### src/rtl/aibcr3_dll_gry2thm_slew.sv
// Registered gray-to-thermometer DLL delay-code decoder with bounded per-clock slew.
// Define AIBCR3_DLL_GRY2THM_SLEW_EN for STEP-limited slew; otherwise each target lands in one edge.
module aibcr3_dll_gry2thm_slew #(
  parameter  int GRY_W  = 7,
  parameter  int THM_W  = 64,
  parameter  int STEP   = 1,
  localparam int CODE_W = $clog2(THM_W + 1)
) (
  input  logic              CLKIN,
  input  logic              RSTb,
  input  logic              iSE,
  input  logic              grey_vld,
  input  logic [GRY_W-1:0]  grey,
  output logic              grey_rdy,
  output logic [THM_W-1:0]  bk,
  output logic [CODE_W-1:0] code,
  output logic              busy,
  output logic              ovr
);

  if (GRY_W < 2 || GRY_W > 10 || THM_W < 1 || THM_W > (1 << GRY_W) ||
      STEP < 1 || STEP > THM_W) begin : g_param_check
    $error("aibcr3_dll_gry2thm_slew: parameter out of range");
  end

  typedef enum logic {IDLE, SLEW} state_e;

  state_e            state_q, state_d;
  logic [CODE_W-1:0] code_q, code_d;
  logic [CODE_W-1:0] tgt_q, tgt_d;
  logic [THM_W-1:0]  bk_q, bk_d;
  logic              ovr_q, ovr_d;

  logic [GRY_W-1:0]  bin;
  logic              bin_ovr;
  logic [CODE_W-1:0] tgt_in;
  logic [CODE_W-1:0] code_next;
  logic              accept;

  always_comb begin
    for (int i = 0; i < GRY_W; i++) begin
      bin[i] = ^(grey >> i);
    end
  end

  assign bin_ovr = 32'(bin) > 32'(THM_W);
  assign tgt_in  = bin_ovr ? CODE_W'(THM_W) : CODE_W'(bin);

`ifdef AIBCR3_DLL_GRY2THM_SLEW_EN
  localparam logic [CODE_W-1:0] STEP_C = CODE_W'(STEP);
  logic [CODE_W-1:0] dist;

  // Distance is computed unsigned on both sides so the final partial step lands exactly on tgt.
  always_comb begin
    dist      = (tgt_q > code_q) ? (tgt_q - code_q) : (code_q - tgt_q);
    code_next = tgt_q;
    if (dist > STEP_C) begin
      code_next = (tgt_q > code_q) ? (code_q + STEP_C) : (code_q - STEP_C);
    end
  end
`else
  assign code_next = tgt_q;
`endif

  assign grey_rdy = (state_q == IDLE) & ~iSE;
  assign accept   = grey_vld & grey_rdy;

  // NOTE: every always_comb output gets a default first, so no path can infer a latch.
  always_comb begin
    state_d = state_q;
    code_d  = code_q;
    tgt_d   = tgt_q;
    ovr_d   = ovr_q;
    if (!iSE) begin
      unique case (state_q)
        IDLE: begin
          if (accept) begin
            tgt_d = tgt_in;
            ovr_d = bin_ovr;
            if (tgt_in != code_q) state_d = SLEW;
          end
        end
        SLEW: begin
          code_d = code_next;
          if (code_next == tgt_q) state_d = IDLE;
        end
        default: state_d = IDLE;
      endcase
    end
    for (int i = 0; i < THM_W; i++) begin
      bk_d[i] = 32'(i) < 32'(code_d);
    end
  end

  // NOTE: state updates use non-blocking assignments so all flops sample the same pre-edge values.
  always_ff @(posedge CLKIN or negedge RSTb) begin
    if (!RSTb) begin
      state_q <= IDLE;
      code_q  <= '0;
      tgt_q   <= '0;
      bk_q    <= '0;
      ovr_q   <= 1'b0;
    end else begin
      state_q <= state_d;
      code_q  <= code_d;
      tgt_q   <= tgt_d;
      bk_q    <= bk_d;
      ovr_q   <= ovr_d;
    end
  end

  assign bk   = bk_q;
  assign code = code_q;
  assign busy = (state_q == SLEW);
  assign ovr  = ovr_q;

endmodule
### config.mk
export PLATFORM = sky130hd
export DESIGN_NAME = aibcr3_dll_gry2thm_slew
export DESIGN_NICKNAME = d
export VERILOG_FILES = /design/src/rtl/aibcr3_dll_gry2thm_slew.sv
export SDC_FILE = /design/constraint.sdc
export NUM_CORES = 1
export LEC_CHECK = 0
export ABC_AREA = 1
export CAP_MARGIN = 30
export CORE_ASPECT_RATIO = 1.25
export CORE_MARGIN = 2
export CORE_UTILIZATION = 48
export DETAILED_ROUTE_END_ITERATION = 10
export PLACE_DENSITY_LB_ADDON = 0.15
export SLEW_MARGIN = 25
export SYNTH_ARGS = -nofsm -noshare
export SYNTH_HDL_FRONTEND = slang
export SYNTH_SLANG_ARGS = --single-unit
export TNS_END_PERCENT = 5
### constraint.sdc
create_clock -name CLKIN -period 2 [get_ports CLKIN]
set_input_delay 0.4 -clock CLKIN [delete_from_list [all_inputs] [get_ports CLKIN]]
set_output_delay 0.4 -clock CLKIN [all_outputs]
set_load 0.05 [all_outputs]
==> reports/metrics.yaml, run 1 <==
detailed_routing:
  post_drt_wl_per_cell_um: 14.1
  drt-initial-drc-count: 213
  via_per_inst: 4.90
  vias: 2649
  ant_nets: 0
  drc_errors: 0
  drt_pre_antenna_iters: 4
  totalWireLength_um: 7620
global_route:
  antenna_found_initial: 0
  grt_max_degree: 42
  grt_pass1_vias: 2586
  grt_pass1_wl_um: 12300
  grtUsageTotal_pct: 22.3
  gr-total-overflow: 0
finish:
  drive_gt1_share_pct: 27.8
  synthToLayoutAreaGrowth_pct: 50.9
  regArea_um2: 1980
  insertedDiodeCount: 0
  nFillCells: 492
  multi_input_area_um2: 1040
  fin_cells: 541
  final_nets: 463
  post-route-util_pct: 73.7
timing:
  fmax_ghz: 0.514
  setup_viol: 0
  hold_ws_ns: 0.0350
  slew_headroom_pct: 64.5
  final_min_period_over_clock_period_pct: 97.2
  final.min_clock_period_ns: 1.94
  fin_skew_ns: 0.00795
  tightest_slew_ns: 0.533
  hold_violations: 0
  maxSlewViolCount: 0
  setup_ws_ns: 0.0556
place:
  dp_worst_setup_slack_ns: -0.465
  dp_hpwl_um: 5590
  placement.io_buffers: 84
  placed_cells: 523
  routabilityCongestion: 0.885
floorplan:
  io-pin-count: 85
  dieArea_um2: 7260
  core-area_um2: 6480
  fp-row-count: 33
  die_h_um: 94.8
  start_util_pct: 48.8
  die_w_um: 76.6
synthesis:
  seq_area_frac_synth_pct: 62.5
  synth_area_leaders: "dfrtp_1 (62%), nand2_1 (7.7%), a21oi_1 (4.0%), o21ai_0 (3.8%), inv_1 (3.6%)"
  synth_cell_type_count: 30
  yosysWarnings: 0
  ys_seq_elements: 79
  synth_top_area_share_pct: 62.5
  synth.largest_area_cell: "dfrtp_1"
  synth.avg_cell_area_um2: 10.2
  synth_nets: 324
  syn-cell-area_um2: 3170
  synth_cells: 311
power:
  vdd.ir_drop.worst_uv: 667
  p_leak_nw: 2.14
  p_per_area_nw_per_um2: 1470
  combPwrFrac_pct: 52.7
  p_total_mw: 7.04
  clkPwrFrac_pct: 16.4
  p_switching_mw: 3.20
  p_int_mw: 3.84
  p_sw_share_pct: 45.4
  power_frac_seq_pct: 30.9
clocking:
  clock_latency_ns: 0.34
  cts_buffer_depth: 2
  ctsHtreeMaxLevel: 3
  cts-root-buf: "clkbuf_8"
  cts.sink_count: 79
  cts_tree: "done"
  clk_pin_slew_worst_paths_ns: 0.08
  numCtsBuffers: 9
worst_setup_path:
  crit_slowest_cell: "clkdlybuf4s50_1"
  critical_path_class: "register to output pin"
  critPathCaptureType: "output pin"
  critical-path-max-stage-delay_ns: 0.82
  arrival_ns: 1.54
  worst-path-max-fanout: 2
  cp_num_buf_inv: 1
  required_ns: 1.60
  crit_family: "buffers and inverters"
  startpoint_type: "register"
  crit_chain: "clkdlybuf4s50_1"
run:
  cap_viol_max_count: 0
outcome:
  outcome: "complete, no violations"
worst_hold_path:
  hold_path_class: "input pin to async pin"
-- cells by family after synthesis --
group                    after synthesis  share of synthesized area, %
buffers and inverters                 52                          6.88
flip-flops                            79                          62.5
AO/OA/AOI/OAI                         68                          12.6
XOR/XNOR                               1                         0.277
adder cells (fa/ha/maj)                2                         0.790
AND/OR/NAND/NOR                      109                          17.0
-- power groups by stage --
stage | Combinational [mW] | Sequential (mW) | Clock [mW]
finish | 3.71 | 2.17 | 1.15
global route | 3.92 | 2.21 | 1.23
CTS | 3.73 | 2.18 | 1.17
detailed placement | 3.69 | 2.21 | 0
global placement | 3.64 | 2.20 | 0
floorplan | 0.826 | 3.56 | 0
-- registers in the layout, summed over array words and instances (netlist names) --
name and cells:
busy 1, code_next 7, bk 64, ovr 1, code 6
-- layout by cell type (no fill, tap or decap), drive strengths merged --
cell type	instances
inv	48
nand4	4
o22ai	2
clkinvlp	3
clkdlybuf4s50	72
buf	56
nor2	27
dlygate4sd2	1
nand3	11
o21ai	37
o21bai	1
a221oi	1
xnor2	1
clkbuf	9
bufinv	1
dlymetal6s2s	4
clkinv	1
a21oi	26
dfrtp	79
nand2	67
o211ai	1
ha	2
-- per-stage QoR --
stage	cell area (um2)	TNS, ns
after global routing	4780	-0.00251
after global placement	4490	-6.27
after floorplan	3170	0
final	4780	0
after detailed placement	4490	-7.28
after CTS	4730	0
-- path summary, 6_finish.rpt --
check                             start      endpoint  slack, ns  cells past startpoint
min in group CLKIN         code_next[0]  code_next[0]       0.50                      2
max                             code[3]       code[3]       0.06                      1
min                                RSTb        bk[26]       0.03                      1
max reg2reg                        busy        bk[22]       0.22                     10
min reg2reg                code_next[0]  code_next[0]       0.50                      2
max in group asynchronous          RSTb        bk[21]       1.39                      2
-- layout make-up --
type                    instances  area share, %
inverters                      47           3.82
clock inverters                 6           1.47
flip-flops and latches         79           41.4
multi-input cells             180           21.7
clock buffers                   9           2.59
repair buffers                133           26.7
well taps                      87           2.28
-- synth_stat cells --
cell type and instances:
dfrtp_1 79, nand2_1 65, inv_1 30, a21oi_1 25
o21ai_0 24, inv_2 14, nor2_1 14, nand3_1 11
o21ai_1 8, nor2_2 6, nand4_1 4, nor2_4 4
nor2_8 3, o21ai_2 3, buf_4 2, ha_1 2
inv_4 2, o21ai_4 2, o22ai_1 2, a21oi_2 1
a221oi_1 1, buf_2 1, buf_6 1, clkbuf_1 1
clkinv_2 1, nand2_2 1, nand2_4 1, o211ai_1 1
o21bai_4 1, xnor2_1 1
-- metal layers --
| metal | up-vias | wire length [um] | track usage [%] |
|---|---|---|---|
| li1 | 1266 | - | - |
| met1 | 1264 | 2910 | 24.4 |
| met2 | 99 | 4200 | 42.0 |
| met3 | 20 | 280 | 4.21 |
| met4 | 0 | 233 | 10.5 |
| met5 | - | 0 | 0 |
-- repair_timing --
action | CTS | global route
endpoints found under the setup margin | 1 | 4
buffers inserted | 2 | 1
pin swaps | 2 | 2
hold buffers | 0 | 0
cloned | 0 | 0
gates resized for setup | 9 | 11
(Power assumes the default switching activity.)
==> inputs of run 2 (changes only) <==
ABC_CLOCK_PERIOD_IN_PS = 2000   (was not set)
CELL_PAD_IN_SITES_DETAIL_PLACEMENT = 1   (was not set)
CELL_PAD_IN_SITES_GLOBAL_PLACEMENT = 1   (was not set)
CORE_ASPECT_RATIO = not set   (was 1.25)
CORE_UTILIZATION = 36   (was 48)
==> run 2 against run 1 <==
  * Total power grew 0.18%
  * Global-route usage fell by 3.0 points
  * Critical path depth unchanged
  * Sequential power about the same
  * Combinational power decreased by 1%
  * Final area down 0.50%
  * Wire length increased by 12%
  * Fmax down 0.79%
  * Critical path type unchanged
==> reports/metrics.yaml, run 2 (synthesized netlist as in run 1, its figures left out) <==
global_route:
  gr-total-overflow: 0  # unchanged
  grtUsageTotal_pct: 19.3  # was 22.3%
  grt_pass1_vias: 2878  # was 2,586
  grt_max_degree: 40  # was 42
  antenna_found_initial: 0  # unchanged
  grt_pass1_wl_um: 14600  # was 12,300 um
worst_setup_path:
  crit_family: "buffers and inverters"  # unchanged
  cp_num_buf_inv: 1  # unchanged
  crit_slowest_cell: "clkdlybuf4s50_1"  # unchanged
  arrival_ns: 1.56  # was 1.54 ns
  critical-path-max-stage-delay_ns: 0.82  # about the same
  startpoint_type: "register"  # unchanged
  worst-path-max-fanout: 3  # was 2
  critical_path_class: "register to output pin"  # unchanged
  required_ns: 1.60  # about the same
  critPathCaptureType: "output pin"  # unchanged
  crit_chain: "clkdlybuf4s50_1"  # unchanged
floorplan:
  io-pin-count: 85  # unchanged
  dieArea_um2: 9560  # was 7260 um2
  die_w_um: 97.8  # was 76.6 um
  fp-row-count: 34  # was 33
  start_util_pct: 36.7  # was 48.8%
  die_h_um: 97.8  # was 94.8 um
  core-area_um2: 8640  # was 6480 um2
run:
  cap_viol_max_count: 0  # unchanged
finish:
  final_cell_mix: "dfrtp_1 (79), clkdlybuf4s50_1 (72), nand2_1 (65), buf_4 (53), inv_1 (29)"  # was dfrtp_1 (79), clkdlybuf4s50_1 (72), nand2_1 (59), buf_4 (50), inv_1 (28)
  fin_cells: 565  # was 541
  final_nets: 465  # was 463
  synthToLayoutAreaGrowth_pct: 50.1  # was 50.9%
  multi_input_area_um2: 986  # was 1040 um2
  drive_gt1_share_pct: 24.9  # was 27.8%
  nFillCells: 975  # was 492
  postLayoutCellArea_um2: 4750  # was 4780 um2
  post-route-util_pct: 55.0  # was 73.7%
  regArea_um2: 1980  # unchanged
  final_common_cell: "dfrtp_1"  # unchanged
  insertedDiodeCount: 0  # unchanged
  largest_reg_flops: 64  # unchanged
timing:
  hold_violations: 0  # unchanged
  slew_headroom_pct: 64.8  # was 64.5%
  final.min_clock_period_ns: 1.96  # was 1.94 ns
  maxSlewViolCount: 0  # unchanged
  final_min_period_over_clock_period_pct: 98.0  # was 97.2%
  tightest_slew_ns: 0.526  # was 0.533 ns
  fin_skew_ns: 0.0109  # was 0.00795 ns
  setup_ws_ns: 0.0402  # was 0.0556 ns
  fmax_ghz: 0.510  # was 0.514 GHz
  rsz0062_at_grt: "no"
  setup_viol: 0  # unchanged
detailed_routing:
  totalWireLength_um: 8560  # was 7620 um
  drt-initial-drc-count: 64  # was 213
  via_per_inst: 4.66  # was 4.90
  vias: 2634  # was 2,649
  drc_errors: 0  # unchanged
  ant_nets: 0  # unchanged
  post_drt_wl_per_cell_um: 15.2  # was 14.1 um
  drt_pre_antenna_iters: 4  # unchanged
place:
  placed_cells: 548  # was 523
  dp_worst_setup_slack_ns: -0.533  # was -0.465 ns
  placed_area_um2: 4520  # was 4490 um2
  dp_hpwl_um: 6640  # was 5590 um
  routabilityCongestion: 0.765  # was 0.885
  placement.io_buffers: 84  # unchanged
worst_hold_path:
  hold_path_class: "input pin to async pin"  # unchanged
power:
  vdd.ir_drop.worst_uv: 809  # was 667 uV
  p_leak_nw: 2.14  # about the same
  p_total_mw: 7.06  # was 7.04 mW
  p_per_area_nw_per_um2: 1480  # was 1470 nW/um2
clocking:
  cts_hold_buffers: 0  # unchanged
  clk_pin_slew_worst_paths_ns: 0.08  # about the same
  ctsHtreeMaxLevel: 3  # unchanged
  numCtsBuffers: 9  # unchanged
  clock_latency_ns: 0.35  # was 0.34 ns
  cts-root-buf: "clkbuf_8"  # unchanged
  cts_tree: "done"  # unchanged
  cts_buffer_depth: 2  # unchanged
  cts.sink_count: 79  # unchanged
outcome:
  outcome: "complete, no violations"  # unchanged
==> run 2: cell count changes in the layout (fill, tap and decap cells not counted), sizes merged <==
cell | before | now
dlygate4sd2 | 1 | 2
buf | 56 | 57
clkbuf | 9 | 11
clkinvlp | 3 | 1
clkinv | 1 | 2
==> run 2: path summary, 6_finish.rpt <==
check	endpoint	start	slack (ns)	depth (start not counted)
max	code[1]	code[1]	0.04	1
min	bk[27]	RSTb	0.02	1
max reg2reg	bk[41]	busy	0.25	9
max in group asynchronous	bk[46]	RSTb	1.43	2
min in group CLKIN	code_next[0]	code_next[0]	0.50	2
min reg2reg	code_next[0]	code_next[0]	0.50	2
==> run 2: area by class of cell <==
type	count	share of cell area, %
well taps	108	2.84
clock inverters	5	1.34
inverters	47	3.84
clock buffers	11	2.98
multi-input cells	180	20.7
flip-flops and latches	79	41.6
repair buffers	135	26.6
==> run 2: through the flow <==
step	hold WS, ns	TNS, ns
floorplan	0.104	0
global placement	0.403	-7.78
detailed placement	0.410	-11.07
CTS	0.0262	0
global route	0.0451	0
finish	0.0175	0
==> run 2: timing repair <==
action / 4_1_cts / 5_1_grt
resized for setup: 4 / 5
pin swaps: 2 / 2
setup endpoints to repair: 1 / 8
cloned: 0 / 0
buffers inserted: 1 / 0
==> run 2: power breakdown <==
part / internal, mW / switching (mW) / total, mW
logic: 1.21 / 2.46 / 3.67
clock network: 0.622 / 0.586 / 1.21
registers: 2.00 / 0.178 / 2.18
total: 3.83 / 3.23 / 7.06
==> run 2: layer usage <==
layer	GRT usage [%]	share of wire, %
met5	0	0
met4	6.20	1.4
met3	4.29	4.0
met2	32.9	51
met1	24.7	44
==> inputs of run 3 (changes only) <==
SLEW_MARGIN = 40   (was 25)
==> results of run 3 <==
The final DEF is identical to that of run 2; final timing and power are the same.
